===== config.mk =====
export PLATFORM = sky130hd
export DESIGN_NAME = diff_frame_decoder
export DESIGN_NICKNAME = d
export VERILOG_FILES = /design/src/rtl/diff_frame_decoder.sv
export SDC_FILE = /design/constraint.sdc
export NUM_CORES = 1
export LEC_CHECK = 0
export BUFFER_PORTS_ARGS = -buffer_cell sky130_fd_sc_hd__buf_2
export CAP_MARGIN = 20
export CORE_MARGIN = 5
export CORE_UTILIZATION = 53
export CTS_CLUSTER_DIAMETER = 30
export DETAILED_ROUTE_END_ITERATION = 6
export PLACE_DENSITY = 0.75
export SETUP_SLACK_MARGIN = 0.5
export SLEW_MARGIN = 40
export SYNTH_ARGS = -nofsm -noshare
export SYNTH_HDL_FRONTEND = slang
export SYNTH_SLANG_ARGS = --single-unit

===== constraint.sdc =====
create_clock -name clk -period 1.6 [get_ports clk]
set_input_delay 0.24 -clock clk [delete_from_list [all_inputs] [get_ports clk]]
set_output_delay 0.24 -clock clk [all_outputs]
set_load 0.01 [all_outputs]

===== src/rtl/diff_frame_decoder.sv =====
// Differential (toggle-on-1) line decoder with sync hunt, fixed-length payload
// deframing and trailing XOR checksum check.
module diff_frame_decoder #(
  parameter logic [7:0]  SYNC          = 8'hA5,
  parameter int unsigned PAYLOAD_BYTES = 4
) (
  input  logic       clk,
  input  logic       rst,
  input  logic       din,
  input  logic       din_valid,
  output logic [7:0] dout,
  output logic       dout_valid,
  output logic       sync_lock,
  output logic       frame_done,
  output logic       frame_err
);

  typedef enum logic [1:0] {StHunt, StData, StCheck} state_e;

  localparam logic [3:0] LastByte = 4'(PAYLOAD_BYTES - 1);

  state_e     state_q, state_d;
  logic       prev_q, prev_d;
  logic [7:0] sreg_q, sreg_d;
  logic [2:0] bitcnt_q, bitcnt_d;
  logic [3:0] bytecnt_q, bytecnt_d;
  logic [7:0] chk_q, chk_d;
  logic [7:0] dout_q, dout_d;
  logic       dout_valid_q, dout_valid_d;
  logic       sync_lock_q, sync_lock_d;
  logic       frame_done_q, frame_done_d;
  logic       frame_err_q, frame_err_d;

  logic       rx_bit;
  logic [7:0] shifted;

  assign rx_bit  = din ^ prev_q;
  assign shifted = {sreg_q[6:0], rx_bit};

  always_comb begin
    state_d      = state_q;
    prev_d       = prev_q;
    sreg_d       = sreg_q;
    bitcnt_d     = bitcnt_q;
    bytecnt_d    = bytecnt_q;
    chk_d        = chk_q;
    dout_d       = dout_q;
    dout_valid_d = 1'b0;
    sync_lock_d  = sync_lock_q;
    frame_done_d = 1'b0;
    frame_err_d  = frame_err_q;

    if (din_valid) begin
      prev_d = din;
      sreg_d = shifted;
      case (state_q)
        StHunt: begin
          if (shifted == SYNC) begin
            state_d     = StData;
            bitcnt_d    = 3'd0;
            bytecnt_d   = 4'd0;
            chk_d       = 8'h00;
            sync_lock_d = 1'b1;
          end
        end
        StData: begin
          // 3-bit counter wraps to 0 on the 8th bit by itself
          bitcnt_d = bitcnt_q + 3'd1;
          if (bitcnt_q == 3'd7) begin
            dout_d       = shifted;
            dout_valid_d = 1'b1;
            chk_d        = chk_q ^ shifted;
            bytecnt_d    = bytecnt_q + 4'd1;
            if (bytecnt_q == LastByte) begin
              state_d = StCheck;
            end
          end
        end
        StCheck: begin
          bitcnt_d = bitcnt_q + 3'd1;
          if (bitcnt_q == 3'd7) begin
            frame_done_d = 1'b1;
            frame_err_d  = (shifted != chk_q);
            sync_lock_d  = 1'b0;
            state_d      = StHunt;
            // Force a complete fresh sync byte before the next frame
            sreg_d       = 8'h00;
          end
        end
        default: state_d = StHunt;
      endcase
    end
  end

  always_ff @(posedge clk) begin
    if (!rst) begin
      state_q      <= StHunt;
      prev_q       <= 1'b0;
      sreg_q       <= 8'h00;
      bitcnt_q     <= 3'd0;
      bytecnt_q    <= 4'd0;
      chk_q        <= 8'h00;
      dout_q       <= 8'h00;
      dout_valid_q <= 1'b0;
      sync_lock_q  <= 1'b0;
      frame_done_q <= 1'b0;
      frame_err_q  <= 1'b0;
    end else begin
      state_q      <= state_d;
      prev_q       <= prev_d;
      sreg_q       <= sreg_d;
      bitcnt_q     <= bitcnt_d;
      bytecnt_q    <= bytecnt_d;
      chk_q        <= chk_d;
      dout_q       <= dout_d;
      dout_valid_q <= dout_valid_d;
      sync_lock_q  <= sync_lock_d;
      frame_done_q <= frame_done_d;
      frame_err_q  <= frame_err_d;
    end
  end

  assign dout       = dout_q;
  assign dout_valid = dout_valid_q;
  assign sync_lock  = sync_lock_q;
  assign frame_done = frame_done_q;
  assign frame_err  = frame_err_q;

endmodule


After elaboration in Yosys (flattened, before gate mapping)
Index checks and enable logic that the tools add are counted.
{"block": "totals", "input_bits": 4, "ff_bits": 37, "out_inout_bits": 12, "word_cells": 57}
{"block": "op_classes", "n_bitwise": 2, "n_reduce_logical": 13, "muxes": 19, "add_sub_neg": 2, "eq_ne": 10}
{"cell": "2-to-1 mux 8 bit", "n": 2}
{"cell": "case mux 8 bit (2 select lines)", "n": 1}
{"cell": "AND reduction 3 bit", "n": 5}
{"cell": "2-to-1 mux 7 bit", "n": 2}
{"cell": "== test 8 bit, second input constant", "n": 1}
{"cell": "2-to-1 mux 2 bit", "n": 4}
{"cell": "2-to-1 mux 4 bit", "n": 2}
{"cell": "inequality test 2 bit, second input constant", "n": 4}
{"cell": "inequality test 8 bit", "n": 1}
{"cell": "case mux 4 bit (2 select lines)", "n": 1}
{"cell": "AND reduction 4 bit", "n": 2}
{"cell": "bitwise XOR 8 bit", "n": 1}
{"cell": "case mux 2 bit (3 select lines)", "n": 1}
{"cell": "case mux 3 bit (2 select lines)", "n": 1}
{"cell": "nonzero test 2 bit", "n": 3}
{"cell": "AND reduction 5 bit", "n": 1}
{"cell": "adder 4 x 1 -> 4 bit, second input constant", "n": 1}
{"cell": "== test 4 x 2 -> 1 bit, second input constant", "n": 1}
{"cell": "adder 3 x 1 -> 3 bit, second input constant", "n": 1}
{"cell": "== test 3 bit, second input constant", "n": 1}
{"cell": "2-to-1 mux 1 bit", "n": 3}
{"cell": "2-to-1 mux 3 bit", "n": 1}
{"cell": "== test 2 x 1 -> 1 bit, second input constant", "n": 1}
{"cell": "== test 2 bit, second input constant", "n": 1}
{"cell": "4 further kinds", "n": 4}

Longest topological paths before layout
Gate-level depths: netlist of the first run.
{"block": "logic_depth", "ltp_word": 4, "depth_mapped": 7, "mapped_depth_nobuf": 6}

Worst setup path after synthesis of the first run
Ideal clock, no wire load.
{"block": "synth_path", "path_type": "flip-flop to flip-flop", "from": "register sreg_q[5]", "to": "register bytecnt_q[2]", "synth_period_minus_slack_ns": 1.696, "path_buffers": 2, "setup_ns": 0.122, "path_slack_ns": -0.096, "t_arrival_ns": 1.574, "stages_incl_launch_ff": 7, "required_time_ns": 1.478, "path_cell_list": "dfxtp_1 clkbuf_1 nand4bb_1 o32a_1 or2_1 buf_6 a311o_1"}
{"block": "synth_via", "elab_chain_cells": 3}
{"element": "from (decl)", "line": "24", "rtl": "logic [7:0] sreg_q, sreg_d;"}
{"element": "from (signal assigned)", "line": "111", "rtl": "sreg_q <= sreg_d;"}
{"element": "== test 8 bit", "line": "58", "rtl": "if (shifted == SYNC) begin"}
{"element": "inequality test 2 bit (no source line)"}
{"element": "AND reduction 4 bit (no source line)"}
{"element": "to (signal assigned)", "line": "113", "rtl": "bytecnt_q <= bytecnt_d;"}
{"element": "to (decl)", "line": "26", "rtl": "logic [3:0] bytecnt_q, bytecnt_d;"}
Every way passes these cells.
A chain may end at the register's enable or synchronous reset.

Final worst setup path of the first run
{"block": "layout_path", "from": "register sreg_q[5]", "to": "register state_q[1]"}
{"block": "layout_via", "elab_chain_cells": 3}
{"element": "== test 8 bit", "line": "58"}
{"element": "inequality test 2 bit (no source line)"}
{"element": "AND reduction 5 bit (no source line)"}
{"element": "to (signal assigned)", "line": "97", "rtl": "state_q <= StHunt;"}
{"element": "to (signal assigned)", "line": "109", "rtl": "state_q <= state_d;"}
{"element": "to (decl)", "line": "22", "rtl": "state_e state_q, state_d;"}
Every way passes these cells.

==> qor.yml, run 1 <==
grt.total_usage: 0.230
endpoint_kind: "flip-flop"
multi_input_area_um2: 1320
ys_ff_latch: 37
yosysSeqAreaShare: 0.401
synth_cell_type_count: 42
maxSlewViolCount: 0
path_class: "flip-flop to flip-flop"
maxCapViolations: 0
antenna_cells: 0
slew_headroom: 0.650
drtAntennaViolNets: 0
top_layer: "met4"
drcViolationCount: 0
whs_endpoint: "dout[4]"
gr-total-overflow: 0
violations: "negative setup slack"
p_leak_uw: 0.00111
rows: 21
synthesis.area_um2: 1850
synth_nets: 217
grt_pass1_vias: 1862
grt_max_degree: 26
crit_arrival_ns: 2.00
min_period_ns: 1.72
setup_slack_ns: -0.123
clock-sinks: 37
vias_per_cell: 6.37
die_h_um: 69.1
fin_skew_ns: 0.0173
timing.rr.end: "state_q[1]"
clock.fmax_mhz: 580
io_pins: 16
cts-root-buf: "clkbuf_4"
start_kind: "flip-flop"
critPathRequiredTime_ns: 1.88
gp_congestion: 0.838
min_path_cells: 2
wl_per_cell_um: 21.4
die_x_um: 69.1
hold_viol: 0
dr_wl_met2_um: 3250
numPortBuffers: 15
place_hpwl_um: 3260
start_util: 0.550
reg2regPathDepth: 5
fill_cells: 182
rrSetupSlack_ns: -0.12
holdBufCountCts: 0
clockBufferDepth: 2
period_share: 1.08
min_from: "rst"
dr.pass1.iters: 5
routed_wirelength_um: 6660
dieArea_um2: 4770
synth_edf_count: 0
cts_tree: "done"
ir_worst_vdd_mv: 0.498
power_density_nw_per_um2: 595
outcome: "finished, violations left"
yosysWarnings: 0
cts_inserted_buffers: 5
antenna_found_initial: 0
clk_latency_ns: 0.37
grt_pass1_wl_um: 8920
setup_tns_ns: -0.347
grt_setup_unrepaired: "yes"
synth_cells: 207
layout_commonest_cell: "buf_4"
r2r-start: "sreg_q[5]"
setup_viol: 5
syn_area_per_cell_um2: 8.93
drive_gt1_frac: 0.511
clkTransAtPathRegs_ns: 0.13
cp_max_fo: 5
holdCritPathClass: "input pin to flip-flop"
async_flop_share: 0
final_nets: 276
syn_to_final_growth_pct: 53.4
layout_common_cells: "buf_4 (32), nand2_1 (24), buf_6 (23)"
worstMarginPinSlew_ns: 0.524
wl_met1_um: 2480
fin_util: 0.843
num_vias: 1988
regArea_um2: 759
core_area_um2: 3360
dominantRegCellSynth: "dfxtp_1"
whs_ns: 0.298
htree_levels: 2
power_uw: 1690
drtIter0Drc: 299
wl_met3_um: 548
kinds of logic after synthesis:
| logic type | count (synthesis) | share of synthesized area |
|---|---|---|
| flip-flops | 37 | 0.401 |
| XOR/XNOR | 10 | 0.0474 |
| AO/OA/AOI/OAI | 47 | 0.195 |
| adder cells (fa/ha/maj) | 6 | 0.0406 |
| AND/OR/NAND/NOR | 83 | 0.247 |
| multiplexers | 4 | 0.0217 |
| buffers and inverters | 20 | 0.0480 |
repair_timing:
item / 4_1_cts / 5_1_grt
gates cloned: 1 / 0
resized for setup: 49 / 39
setup endpoints to repair: 37 / 46
pin swaps: 20 / 11
setup buffers: 11 / 11
cell type report:
class | count | share of cell area
Multi-Input combinational cell | 150 | 0.464
Sequential cell | 37 | 0.268
Timing Repair Buffer | 68 | 0.217
Tap cell | 46 | 0.0203
Clock buffer | 5 | 0.0132
Clock inverter | 2 | 0.0124
Inverter | 4 | 0.00529
sequential cells by signal, summed over array words and instances (netlist names):
register    count
bitcnt_q        3
bytecnt_q       4
chk_q           8
dout            8
dout_valid      1
frame_done      1
frame_err       1
prev_q          1
sreg_q          7
state_q         2
sync_lock       1
Yosys cell counts, types with 2 or more instances:
cell type / n / share of area
nor2b_1: 2 / 0.0068
buf_2: 5 / 0.014
ha_1: 6 / 0.041
mux2i_1: 4 / 0.022
nand4bb_1: 2 / 0.012
o211ai_1: 12 / 0.049
nand2b_1: 3 / 0.010
nor4_1: 2 / 0.0068
o21ai_0: 4 / 0.011
xor2_1: 5 / 0.024
a311o_1: 2 / 0.011
nor2_1: 4 / 0.0081
o311ai_0: 2 / 0.0095
xnor2_1: 5 / 0.024
clkbuf_1: 10 / 0.020
nand4b_1: 12 / 0.057
inv_1: 3 / 0.0061
and2_1: 3 / 0.010
nand2_1: 33 / 0.067
nand3_1: 14 / 0.038
o22ai_1: 3 / 0.010
dfxtp_1: 37 / 0.40
o211a_1: 2 / 0.011
a21boi_0: 14 / 0.057
routing by layer:
metal / up-vias / GRT usage
met4: 0 / 0.137
li1: 870 / -
met3: 41 / 0.0669
met5: - / 0
met1: 944 / 0.273
met2: 133 / 0.367
where the power goes:
group          leakage [uW]  switching, uW  internal, uW  total [uW]
sequential         0.000306           4.34           925         929
combinational      0.000766           64.4          44.0         108
clock             0.0000410            331           318         649
total               0.00111            400          1290        1690
through the flow:
stage               instance area (um^2)  setup slack (ns)  instances
floorplan                           1990           -0.0471        207
global placement                    2230            0.0135        282
detailed placement                  2230           -0.0953        282
CTS                                 2570           -0.0182        301
global route                        2840            -0.185        312
finish                              2840            -0.123        312
worst max-delay path, stage by stage (launching register included):
cell and delay, ns:
dfxtp_1 0.34, nand4bb_1 0.20, o32a_1 0.40, buf_6 0.16
a221oi_4 0.28, mux2i_1 0.26
worst max path at each step:
| stage | from | end | cells past startpoint |
|---|---|---|---|
| finish | sreg_q[5] | state_q[1] | 5 |
| global route | sreg_q[5] | state_q[1] | 5 |
| CTS | sreg_q[5] | state_q[1] | 5 |
| detailed placement | state_q[0] | state_q[1] | 6 |
| global placement | din | state_q[1] | 6 |
| floorplan | sreg_q[5] | chk_q[2] | 6 |
Power figures use the tool's default switching activity.
==> run 2, diff against run 1 <==
- CAP_MARGIN: 20 -> unset
- CORE_UTILIZATION: 53 -> 54
- CTS_BUF_LIST: unset -> sky130_fd_sc_hd__clkbuf_4 sky130_fd_sc_hd__clkbuf_8
- PLACE_DENSITY: 0.75 -> 0.76
==> run 2 against run 1 <==
  * The flow still finishes with violations (negative setup slack)
  * Combinational power is 6% higher
  * Clock-buffer cell count is 2 higher
  * Largest power group unchanged
  * Sequential share of layout area grew 0.21 points
  * Clock skew grew 0.0032 ns
==> qor.yml, run 2 (synthesis results as in run 1) <==
syn_to_final_growth_pct: 53.2
endpoint_kind: "flip-flop"
maxCapViolations: 0
grt_pass1_vias: 1720
worstMarginPinSlew_ns: 0.370
final_cells: 310
regArea_um2: 764
drtAntennaViolNets: 0
hold_viol: 0
min_period_ns: 1.75
setup_slack_ns: -0.145
fill_cells: 164
cp_max_fo: 5
clkTransAtPathRegs_ns: 0.13
htree_levels: 2
clock-sinks: 37
layout_commonest_cell: "buf_4"
path_class: "flip-flop to flip-flop"
fin_skew_ns: 0.0205
grt_pass1_wl_um: 8760
holdBufCountCts: 0
slew_headroom: 0.752
routed_wirelength_um: 6720
critical_path_buf_inv_count: 1
final_nets: 273
cts_inserted_buffers: 5
setup_tns_ns: -0.281
rows: 21
num_vias: 2023
dr.pass1.iters: 5
antenna_cells: 0
cts_tree: "done"
multi_input_area_um2: 1390
dpl.cell_count: 282
drive_gt1_frac: 0.561
power_uw: 1630
critPathRequiredTime_ns: 1.86
clockBufferDepth: 2
power_density_nw_per_um2: 575
path_cells: "nand4bb_1 -> o32a_4 -> or2_4 -> buf_6 -> o211ai_1"
drcViolationCount: 0
worst_path_largest_cell_delay_ns: 0.41
wl_per_cell_um: 21.7
grt.total_usage: 0.257
layout_common_cells: "buf_4 (32), nand2_1 (20), dfxtp_2 (19)"
gr-total-overflow: 0
grt_max_degree: 19
p_leak_uw: 0.00108
place_hpwl_um: 3380
clk_latency_ns: 0.36
holdCritPathClass: "input pin to flip-flop"
period_share: 1.09
ir_worst_vdd_mv: 0.427
clock.fmax_mhz: 573
io_pins: 16
drtIter0Drc: 208
critical_path.top_delay_family: "compound AO/OA/AOI/OAI gates"
start_util: 0.554
antenna_found_initial: 0
dieArea_um2: 4690
gp_congestion: 0.857
maxSlewViolCount: 0
vias_per_cell: 6.53
crit_arrival_ns: 2.00
die_h_um: 68.5
numPortBuffers: 15
die_x_um: 68.5
outcome: "finished, violations left"
core_area_um2: 3340
start_kind: "flip-flop"
cts-root-buf: "clkbuf_4"
crit_path_top_delay_cell: "o32a_4"
violations: "negative setup slack"
setup_viol: 7
whs_ns: 0.267
grt_setup_unrepaired: "yes"
-- run 2: cell count changes in the layout (fill, tap and decap cells not counted), sizes merged --
| cell | change |
|---|---|
| bufinv | -1 |
| buf | -3 |
| clkbuf | +2 |
-- run 2: area by class of cell --
cell class,count,share of cell area
well taps,46,0.0203
clock buffers,7,0.0230
flip-flops and latches,37,0.270
clock inverters,1,0.00177
multi-input cells,150,0.490
repair buffers,65,0.189
inverters,4,0.00530
-- run 2: final timing paths --
check,startpoint,to,slack (ns),cells after the start
worst min-delay path,rst,dout[0],0.27,2
worst min register to register,dout[1],dout[1],0.46,2
worst max-delay path,sreg_q[5],chk_q[5],-0.15,5
worst max register to register,sreg_q[5],chk_q[5],-0.15,5
-- run 2: power breakdown --
part / internal [uW] / switching (uW)
sequential: 925 / 3.69
combinational: 47.9 / 66.6
clock: 255 / 331
total: 1230 / 401
-- run 2: metrics by stage --
step                      worst slack (ns)  area [um^2]  utilization
after detailed placement           -0.0525         2230        0.668
final                               -0.145         2830        0.849
after global placement              0.0441         2230        0.668
after floorplan                    -0.0471         1990            -
after global routing                -0.175         2830        0.849
after CTS                          -0.0230         2590        0.777
-- run 2: repair_timing --
| item | 4_1_cts | 5_1_grt |
|---|---|---|
| pin swaps | 22 | 25 |
| gates resized for setup | 57 | 42 |
| setup endpoints to repair | 37 | 45 |
| setup buffers | 6 | 11 |
| gates cloned | 3 | 0 |
-- run 2: worst register-to-register path, cell delays in order, from the launching register on --
cell       delay (ns)
dfxtp_2          0.34
nand4bb_1        0.20
o32a_4           0.41
or2_4            0.27
buf_6            0.14
o211ai_1         0.29
-- run 2: layer usage --
layer,vias to the layer above,global-route usage,share of wire
li1,870,-,-
met1,978,0.328,0.39
met3,44,0.0551,0.083
met4,0,0.0918,0.051
met5,-,0,0
met2,131,0.426,0.48
